<file path="config.mk">
export PLATFORM = sky130hd
export DESIGN_NAME = ssb_host_arbiter
export DESIGN_NICKNAME = d
export VERILOG_FILES = /design/src/rtl/ssb_host_arbiter.sv
export SDC_FILE = /design/constraint.sdc
export NUM_CORES = 1
export LEC_CHECK = 0
export CAP_MARGIN = 5
export CORE_AREA = 2 2 137 139
export CTS_CLUSTER_SIZE = 28
export DETAILED_ROUTE_END_ITERATION = 10
export DIE_AREA = 0 0 139 141
export PLACE_DENSITY = 0.49
export SETUP_SLACK_MARGIN = 0.3
export SLEW_MARGIN = 20
export SYNTH_ARGS = -nofsm -noshare
export SYNTH_HDL_FRONTEND = slang
export SYNTH_SLANG_ARGS = --single-unit
</file>
<file path="constraint.sdc">
create_clock -name clk_sys_i -period 11 [get_ports clk_sys_i]
set_input_delay 2.2 -clock clk_sys_i [delete_from_list [all_inputs] [get_ports clk_sys_i]]
set_output_delay 2.2 -clock clk_sys_i [all_outputs]
set_load 0.005 [all_outputs]
</file>
<file path="src/rtl/ssb_host_arbiter.sv">
// ssb_host_arbiter
//   Shares the single-ported system bus (SRAM + debug memory) between bus
//   hosts: host 0 = debug module SBA, host 1 = Ibex instr, host 2 = Ibex data.
//   One transaction is outstanding at a time. Host 0 can optionally win
//   outright; the remaining hosts share the bus round-robin. A response
//   watchdog answers with an error when the device never responds.
//
// Handshake (both sides): a request is presented with req=1 and its fields
//   stable; it is accepted in the cycle where gnt=1. Exactly one rvalid
//   follows each accepted request. rdata/err are only meaningful while rvalid=1.
//
// Ports
//   clk_sys_i, rst_sys_i          clock, asynchronous active-high reset
//   host_req_i/we_i               per-host request / write enable
//   host_be_i/addr_i/wdata_i      per-host fields, packed, host h in slice h
//   host_gnt_o, host_rvalid_o     one-hot or zero grant / response valid
//   host_err_o, host_rdata_o      shared response error / read data
//   dev_req_o/we_o/be_o/addr_o/wdata_o  selected host request (zero when idle)
//   dev_gnt_i, dev_rvalid_i, dev_rdata_i, dev_err_i  device side
//   busy_o                        high in HOLD or RESP
//   owner_o                       owning host index, 0 when idle
module ssb_host_arbiter #(
  parameter int NumHosts      = 3,
  parameter int AddrWidth     = 32,
  parameter int DataWidth     = 32,
  parameter int PrioHost0     = 1,
  parameter int TimeoutCycles = 255
) (
  input  logic                              clk_sys_i,
  input  logic                              rst_sys_i,
  input  logic [NumHosts-1:0]               host_req_i,
  input  logic [NumHosts-1:0]               host_we_i,
  input  logic [NumHosts*(DataWidth/8)-1:0] host_be_i,
  input  logic [NumHosts*AddrWidth-1:0]     host_addr_i,
  input  logic [NumHosts*DataWidth-1:0]     host_wdata_i,
  output logic [NumHosts-1:0]               host_gnt_o,
  output logic [NumHosts-1:0]               host_rvalid_o,
  output logic                              host_err_o,
  output logic [DataWidth-1:0]              host_rdata_o,
  output logic                              dev_req_o,
  output logic                              dev_we_o,
  output logic [DataWidth/8-1:0]            dev_be_o,
  output logic [AddrWidth-1:0]              dev_addr_o,
  output logic [DataWidth-1:0]              dev_wdata_o,
  input  logic                              dev_gnt_i,
  input  logic                              dev_rvalid_i,
  input  logic [DataWidth-1:0]              dev_rdata_i,
  input  logic                              dev_err_i,
  output logic                              busy_o,
  output logic [$clog2(NumHosts)-1:0]       owner_o
);

  localparam int BeW  = DataWidth / 8;
  localparam int IdxW = $clog2(NumHosts);
  // Keep the counter at least one bit wide so a disabled watchdog still elaborates.
  localparam int CntW = (TimeoutCycles > 0) ? $clog2(TimeoutCycles + 1) : 1;
  localparam logic [CntW-1:0] CntLast = (TimeoutCycles > 0) ? CntW'(TimeoutCycles - 1) : '0;

  typedef enum logic [1:0] {
    S_IDLE = 2'd0,
    S_HOLD = 2'd1,
    S_RESP = 2'd2
  } state_t;

  state_t          state_q;
  logic [IdxW-1:0] owner_q;
  logic [IdxW-1:0] rr_ptr_q;
  logic [CntW-1:0] cnt_q;

  logic            win_valid;
  logic [IdxW-1:0] win_idx;
  logic [IdxW:0]   cand_sum;
  logic [IdxW-1:0] cand;
  logic            drive;
  logic [IdxW-1:0] sel;
  logic            timeout;

  // Winner: host 0 outright when it has priority, otherwise the first
  // requester after the RR pointer. With priority on, host 0 is excluded from
  // the cyclic search so it never disturbs the RR order of the others.
  always_comb begin
    win_valid = 1'b0;
    win_idx   = '0;
    cand_sum  = '0;
    cand      = '0;
    if ((PrioHost0 != 0) && host_req_i[0]) begin
      win_valid = 1'b1;
    end else begin
      for (int i = 1; i <= NumHosts; i++) begin
        cand_sum = {1'b0, rr_ptr_q} + (IdxW+1)'(i);
        if (cand_sum >= (IdxW+1)'(NumHosts)) cand_sum = cand_sum - (IdxW+1)'(NumHosts);
        cand = cand_sum[IdxW-1:0];
        if (!win_valid && host_req_i[cand] && !((PrioHost0 != 0) && (cand == '0))) begin
          win_valid = 1'b1;
          win_idx   = cand;
        end
      end
    end
  end

  // In HOLD the owner is locked; no re-arbitration until it is granted or withdraws.
  assign sel     = (state_q == S_HOLD) ? owner_q : win_idx;
  assign drive   = ((state_q == S_IDLE) && win_valid) ||
                   ((state_q == S_HOLD) && host_req_i[owner_q]);
  assign timeout = (TimeoutCycles != 0) && (cnt_q == CntLast) && !dev_rvalid_i;

  always_ff @(posedge clk_sys_i or posedge rst_sys_i) begin
    if (rst_sys_i) begin
      state_q  <= S_IDLE;
      owner_q  <= '0;
      rr_ptr_q <= IdxW'(NumHosts - 1);
      cnt_q    <= '0;
    end else begin
      case (state_q)
        S_IDLE: begin
          if (win_valid) begin
            owner_q <= win_idx;
            if (dev_gnt_i) begin
              state_q <= S_RESP;
              cnt_q   <= '0;
              if (!((PrioHost0 != 0) && (win_idx == '0))) rr_ptr_q <= win_idx;
            end else begin
              state_q <= S_HOLD;
            end
          end
        end
        S_HOLD: begin
          if (!host_req_i[owner_q]) begin
            state_q <= S_IDLE;
          end else if (dev_gnt_i) begin
            state_q <= S_RESP;
            cnt_q   <= '0;
            if (!((PrioHost0 != 0) && (owner_q == '0))) rr_ptr_q <= owner_q;
          end
        end
        S_RESP: begin
          if (dev_rvalid_i || timeout) begin
            state_q <= S_IDLE;
          end else begin
            cnt_q <= cnt_q + 1'b1;
          end
        end
        default: state_q <= S_IDLE;
      endcase
    end
  end

  // All outputs are combinational from state and inputs; reset gates them to
  // zero so an asserted reset silences the bus in the same cycle.
  always_comb begin
    host_gnt_o    = '0;
    host_rvalid_o = '0;
    host_err_o    = 1'b0;
    host_rdata_o  = '0;
    dev_req_o     = 1'b0;
    dev_we_o      = 1'b0;
    dev_be_o      = '0;
    dev_addr_o    = '0;
    dev_wdata_o   = '0;
    busy_o        = 1'b0;
    owner_o       = '0;
    if (!rst_sys_i) begin
      busy_o  = (state_q != S_IDLE);
      owner_o = (state_q != S_IDLE) ? owner_q : '0;
      case (state_q)
        S_IDLE, S_HOLD: begin
          if (drive) begin
            dev_req_o       = 1'b1;
            dev_we_o        = host_we_i[sel];
            dev_be_o        = host_be_i[sel*BeW +: BeW];
            dev_addr_o      = host_addr_i[sel*AddrWidth +: AddrWidth];
            dev_wdata_o     = host_wdata_i[sel*DataWidth +: DataWidth];
            host_gnt_o[sel] = dev_gnt_i;
          end
        end
        S_RESP: begin
          if (dev_rvalid_i) begin
            host_rvalid_o[owner_q] = 1'b1;
            host_rdata_o           = dev_rdata_i;
            host_err_o             = dev_err_i;
          end else if (timeout) begin
            host_rvalid_o[owner_q] = 1'b1;
            host_err_o             = 1'b1;
          end
        end
        default: ;
      endcase
    end
  end

endmodule

</file>
==> results of run 1 <==
-- worst min path at each step --
stage / from / endpoint / cells past startpoint
floorplan: cnt_q[4]$_DFFE_PP0P_ / cnt_q[4]$_DFFE_PP0P_ / 2
global placement: cnt_q[4]$_DFFE_PP0P_ / cnt_q[4]$_DFFE_PP0P_ / 2
detailed placement: cnt_q[7]$_DFFE_PP0P_ / cnt_q[7]$_DFFE_PP0P_ / 2
CTS: cnt_q[7]$_DFFE_PP0P_ / cnt_q[7]$_DFFE_PP0P_ / 2
global route: cnt_q[7]$_DFFE_PP0P_ / cnt_q[7]$_DFFE_PP0P_ / 2
finish: cnt_q[7]$_DFFE_PP0P_ / cnt_q[7]$_DFFE_PP0P_ / 2
-- routing by layer --
| metal | vias up | GRT usage | share of wire | wire length (µm) |
|---|---|---|---|---|
| li1 | 1939 | - | - | - |
| met1 | 1820 | 0.1664 | 0.38 | 5908 |
| met2 | 167 | 0.2761 | 0.53 | 8269 |
| met3 | 12 | 0.03770 | 0.074 | 1153 |
| met4 | 0 | 0.03190 | 0.012 | 185 |
| met5 | - | 0 | 0 | 0 |
-- registers in the layout, indices dropped and copies added (netlist names) --
register / cells
owner_q: 2
rr_ptr_q: 2
cnt_q: 8
state_q: 2
-- synth_stat cells, drive strengths merged --
cell     count
nand4        4
nor3         5
and3         3
a31oi        4
nand2        9
and2        33
o211ai       2
a21o         2
or2          2
inv         10
nand3b       1
o2111a       1
a31o         1
nand2b       6
clkbuf      12
o311ai       1
or3          2
dfrtp       13
nor2b        4
dfstp        1
xnor2        1
nor3b        4
and3b        1
a32oi        2
o31ai        2
mux2i       73
ha           8
o32ai        1
nand3        2
and4         1
buf         20
nor2        14
a21oi        5
xor2         5
mux2         3
o21ai        9
o2bb2ai     69
-- cells by family (layout without fill, tap and decap cells) --
group	Yosys count	in the layout	share of synthesized area
xor+xnor	6	6	0.01889
compound gates	99	99	0.2888
mux	76	76	0.2749
fa+ha+maj	8	8	0.03599
simple gates	91	91	0.1849
flops	14	14	0.1264
buf+inv	42	376	0.07017
-- worst max-delay path, stage by stage --
cell and delay (ps):
clkdlybuf4s50_1 610, mux2_2 370, a21oi_2 150, o211ai_1 130
or3_1 460, o31ai_4 180, buf_4 470, buf_4 680
mux2i_1 450, o2bb2ai_1 90, clkdlybuf4s50_1 480
-- final cells by class --
cell class,count,area share
multi-input cells,280,0.3407
clock buffers,4,0.01336
flip-flops and latches,14,0.05287
repair buffers,362,0.5434
well taps,234,0.04403
inverters,10,0.005644
-- through the flow --
stage	instance area (µm²)	utilization
final	6650	0.3640
after global routing	6650	0.3640
after CTS	6650	0.3640
after detailed placement	6561	0.3592
after global placement	6553	0.3587
after floorplan	2781	-
-- cell usage in the layout, fill, tap and decap left out, types with 3 or more instances in the layout --
master,count
ha_1,8
clkdlybuf4s50_1,358
clkbuf_16,3
nor3b_1,3
buf_4,4
nand4_1,4
nor2b_1,4
a21oi_1,4
and3_1,3
mux2_2,3
and2_1,33
o2bb2ai_1,69
o21ai_0,8
mux2i_1,73
xor2_1,5
inv_1,10
nor3_1,5
nand2b_1,5
dfrtp_1,13
nor2_1,14
a31oi_1,4
nand2_1,9
-- power groups by stage --
stage                     logic [W]  registers [W]  clock network, W
after floorplan            0.000404      0.0000731                 0
after global placement     0.000791      0.0000839                 0
after detailed placement   0.000787      0.0000836                 0
after CTS                  0.000793      0.0000831         0.0000777
after global routing       0.000849      0.0000860         0.0000808
final                      0.000782      0.0000834         0.0000758
==> metrics, run 1 <==
status finished clean; DRC 0; Placed Cells 900; grt ovf 0; syn avg cell area about 8.3 µm²; routed length per placed instance ~17 µm; crit end category primary output; # H-tree levels 1; FILL cells between 1500 and 2000; area grow syn2layout 139.1%; first-pass GRT wire length 23110 µm; CP startpoint host_req_i[0]; layout cell share with drive strength beyond 1 0.02985; final setup fails 0; most area-consuming cells after synthesis mux2i_1, o2bb2ai_1, dfrtp_1; Yosys top cell area share 0.2627; Tot Pwr 0.0009415 W; Max Fanout on Critical Path a little over 40; setup bufs post-CTS 0; Worst-path clk slew ~50 ps; Max Root-Sink Buffers 2; Max-slew headroom 0.4306; CTS sink count 14; Combinational Power Share 0.831; worst vdd ir 70.46 µV; DR pass1 iterations 4; vias per cell ~4.4; final hold vios 0; HPWL after DPL about 13000 µm; hold slack final roughly 550 ps; number of DRC markers in iteration 0 88; initial antenna violation count 0; Hold Path Class reg2reg; die area roughly 0.020 mm²; pwr dens 141.6 mW/mm²; max_cap viols 0; Int Pwr 0.0005547 W; Root Buffer clkbuf_16; actual slew at the worst max-slew pin around 850 ps; FF+latch count, synth 14; CP Class in2out; worst setup margin around 2500 ps; f_max 0.1174 GHz; total net switching power between 0.0003 and 0.0004 W; Skew-Pair Late Insertion Delay ~240 ps; CTS Hold Bufs 0; Finished Layout Cells roughly 900; sw frac 0.4108; number of cells on the worst reg-to-reg path 9; IO Port Bufs 358; Multi-input gate area approximately 0.0023 mm²; Mapped Cells 336; setup tns final 0 ps; launching point of the worst reg2reg path rr_ptr_q[0]$_DFFE_PP0P_; Rows 50; register area share after synthesis 0.1264; vias in the first global route 4086; pre-CTS setup slack approximately 2500 ps; Die Ht ~140 µm; CTS tree done; Ant. Diodes 0; warnings from Yosys 0; Layout Nets about 900; total track usage 0.1466; Die W approximately 140 µm; WL final around 16000 µm; CTS Buf Count 3; CP required a little under 9000 ps; Clock power frac 0.081; synthesized cell area approximately 0.0028 mm²; CTS-repair resized insts 0; Yosys cell types 42; Initial Util 0.1523; reg-to-reg endpoint cnt_q[0]$_DFFE_PP0P_; RSZ-0062 raised after global routing no; core area 0.01827 mm²; CP arrival about 6300 ps; Routed Antenna Nets 0; Final Critical Period around 8500 ps; routability cong. about 0.88; Register Area about 350 µm²; critical path startpoint category input pin; CP endpoint dev_wdata_o[25]; leakage 2.313 nW; DR vias 3938; Final Skew 1.217 ps; Flop pwr share 0.089; Final Slew Violations 0; largest net degree at the start of global routing 63; Synth area leader mux2i_1; R2R Setup Slk between 8000 and 9000 ps; final critical-path share of the clock period 0.7742; syn_nets between 500 and 600; num ports 359
Note: power is estimated with default switching activity, not from simulation.
==> inputs of run 2 (changes only) <==
- CORE_AREA: 2 2 137 139 -> 2 2 140 142
- DIE_AREA: 0 0 139 141 -> 0 0 142 144
- clock period: 11 -> 7.32 ns (I/O delays scaled with it)
==> run 2 against run 1 <==
- non-clock buffer count is 2 higher
- flip-flop and latch count stayed put
- combinational power is 52% higher
- wire length is 3.3% higher
- first-iteration DRC count is 20% higher
==> metrics, run 2 (same netlist as run 1, synthesis figures left out) <==
status finished clean; num ports 359 (unchanged); reg-to-reg endpoint cnt_q[0]$_DFFE_PP0P_; Rows 51 (+2.0%); pwr dens 213.3 mW/mm² (+51%); Die Ht 144 µm (+2.1%); most frequent cells in the layout clkdlybuf4s50_1, mux2i_1, o2bb2ai_1; worst vdd ir 165.8 µV (+140%); Hold Startpoint cnt_q[7]$_DFFE_PP0P_; Hold Crit Endpoint cnt_q[7]$_DFFE_PP0P_; Final Critical Period roughly 6600 ps; commonest non-fill, non-tap cell in the layout clkdlybuf4s50_1; final hold vios 0 (unchanged); Initial Util 0.1458 (-0.006480); Max Root-Sink Buffers 2 (unchanged); Max Fanout on Critical Path 42 (+2.4%); vias per cell 4.260 (-2.2%); Layout Nets 928 (+0.22%); DRC 0 (unchanged); CTS tree done; number of cells on the worst reg-to-reg path 9 (unchanged); number of DRC markers in iteration 0 106 (+20%); total track usage 0.1406 (-0.006032); WL final 16030 µm (+3.3%); Ant. Diodes 0 (unchanged); Root Buffer clkbuf_16; pre-CTS setup slack 709.0 ps (-1790 ps); Routed Antenna Nets 0 (unchanged); final setup fails 0 (unchanged); core area 0.01908 mm² (+4.4%); FILL cells 1947 (+3.5%); Hold Path Class reg2reg; CTS sink count 14 (unchanged); launching point of the worst reg2reg path rr_ptr_q[0]$_DFFE_PP0P_; hold depth 2 (unchanged); Skew-Pair Late Insertion Delay 240 ps (about the same); # H-tree levels 1 (unchanged); Max-slew headroom 0.4353 (+0.004639); actual slew at the worst max-slew pin 846.2 ps (-6.951 ps); HPWL after DPL 13590 µm (+4.3%); setup bufs post-CTS 0 (unchanged); RSZ-0062 raised after global routing no; grt ovf 0 (unchanged); worst setup margin 708.9 ps (-1775 ps); vias in the first global route 3945 (-3.5%); area grow syn2layout 140.2%; leakage 2.328 nW (+0.65%); critical path startpoint category input pin; f_max about 0.15 GHz; max_cap viols 0 (unchanged); largest net degree at the start of global routing 49 (-22%); Worst-path clk slew 40 ps (about the same); die area 0.02045 mm² (+4.3%); CTS Hold Bufs 0 (unchanged); CP required 5860 ps (-2940 ps); layout cell share with drive strength beyond 1 0.03274 (+0.002887); routed length per placed instance 17.62 µm (+2.6%); Largest register FFs 8 (unchanged); first-pass GRT wire length 22400 µm (-3.0%); DR vias 3877 (-1.5%); R2R Setup Slk 4250 ps (-3810 ps); hold slack final 546.9 ps (-4.638 ps); Final Core Density 0.3501 (-0.01392); DR pass1 iterations 4 (unchanged); CTS-repair resized insts 0 (unchanged); CP Class in2out; routability cong. 0.8264 (-5.8%); initial antenna violation count 0 (unchanged); Final Slew Violations 0 (unchanged); CP arrival 5150 ps (-1170 ps); final critical-path share of the clock period 0.9032; Final Skew 0.6142 ps (-0.6028 ps); Die W 142 µm (+2.2%); crit end category primary output; setup tns final 0 ps (unchanged); Biggest register cnt_q; IO Port Bufs 358 (unchanged); CTS Buf Count 3 (unchanged)
-- run 2: changes by cell type in the layout (fill, tap and decap cells not counted), sizes merged --
| cell | before | now |
|---|---|---|
| buf | 4 | 6 |
-- run 2: worst max-delay path by stage --
stage	start	end	slack (ps)	cells past startpoint
floorplan	host_req_i[0]	dev_addr_o[24]	2270	12
global placement	host_req_i[0]	dev_addr_o[16]	760	10
detailed placement	host_req_i[0]	dev_addr_o[16]	710	10
CTS	host_req_i[0]	dev_addr_o[16]	670	10
global route	host_req_i[0]	dev_wdata_o[21]	450	10
finish	host_req_i[0]	dev_addr_o[16]	710	10
-- run 2: per-stage QoR --
step / area [µm²] / total power [W] / std cells
floorplan: 2781 / 0.0007162 / 336
global placement: 6585 / 0.001324 / 906
detailed placement: 6591 / 0.001329 / 906
CTS: 6680 / 0.001452 / 910
global route: 6680 / 0.001536 / 910
finish: 6680 / 0.001425 / 910
-- run 2: final cells by class --
class	instances	area, µm²	share of cell area
Clock buffer	4	88.84	0.01330
Timing Repair Buffer	364	3641	0.5450
Tap cell	238	297.8	0.04458
Inverter	10	37.54	0.005619
Sequential cell	14	351.6	0.05263
Multi-Input combinational cell	280	2263	0.3388
-- run 2: critical path, cell delays in order --
cell and delay, ps:
clkdlybuf4s50_1 720, mux2i_1 160, mux2_2 280, nor2_1 230, o21ai_0 210, o21ai_0 550
and3b_2 310, buf_4 430, o2bb2ai_1 190, clkdlybuf4s50_1 570
-- run 2: per-layer routing --
metal / part of all wire / routed length [µm] / track usage / vias up
met5: 0 / 0 / 0 / -
met4: 0.011 / 172 / 0.02526 / 0
met3: 0.061 / 979 / 0.03245 / 10
met2: 0.53 / 8531 / 0.2596 / 158
met1: 0.40 / 6348 / 0.1675 / 1770
li1: - / - / - / 1939
-- run 2: report_power, final --
part | leakage, nW | switching (W) | internal [W]
clock network | 0.0442 | 0.0000299 | 0.0000826
logic | 2.10 | 0.000523 | 0.000664
registers | 0.186 | 0.0000296 | 0.0000961
total | 2.33 | 0.000582 | 0.000843
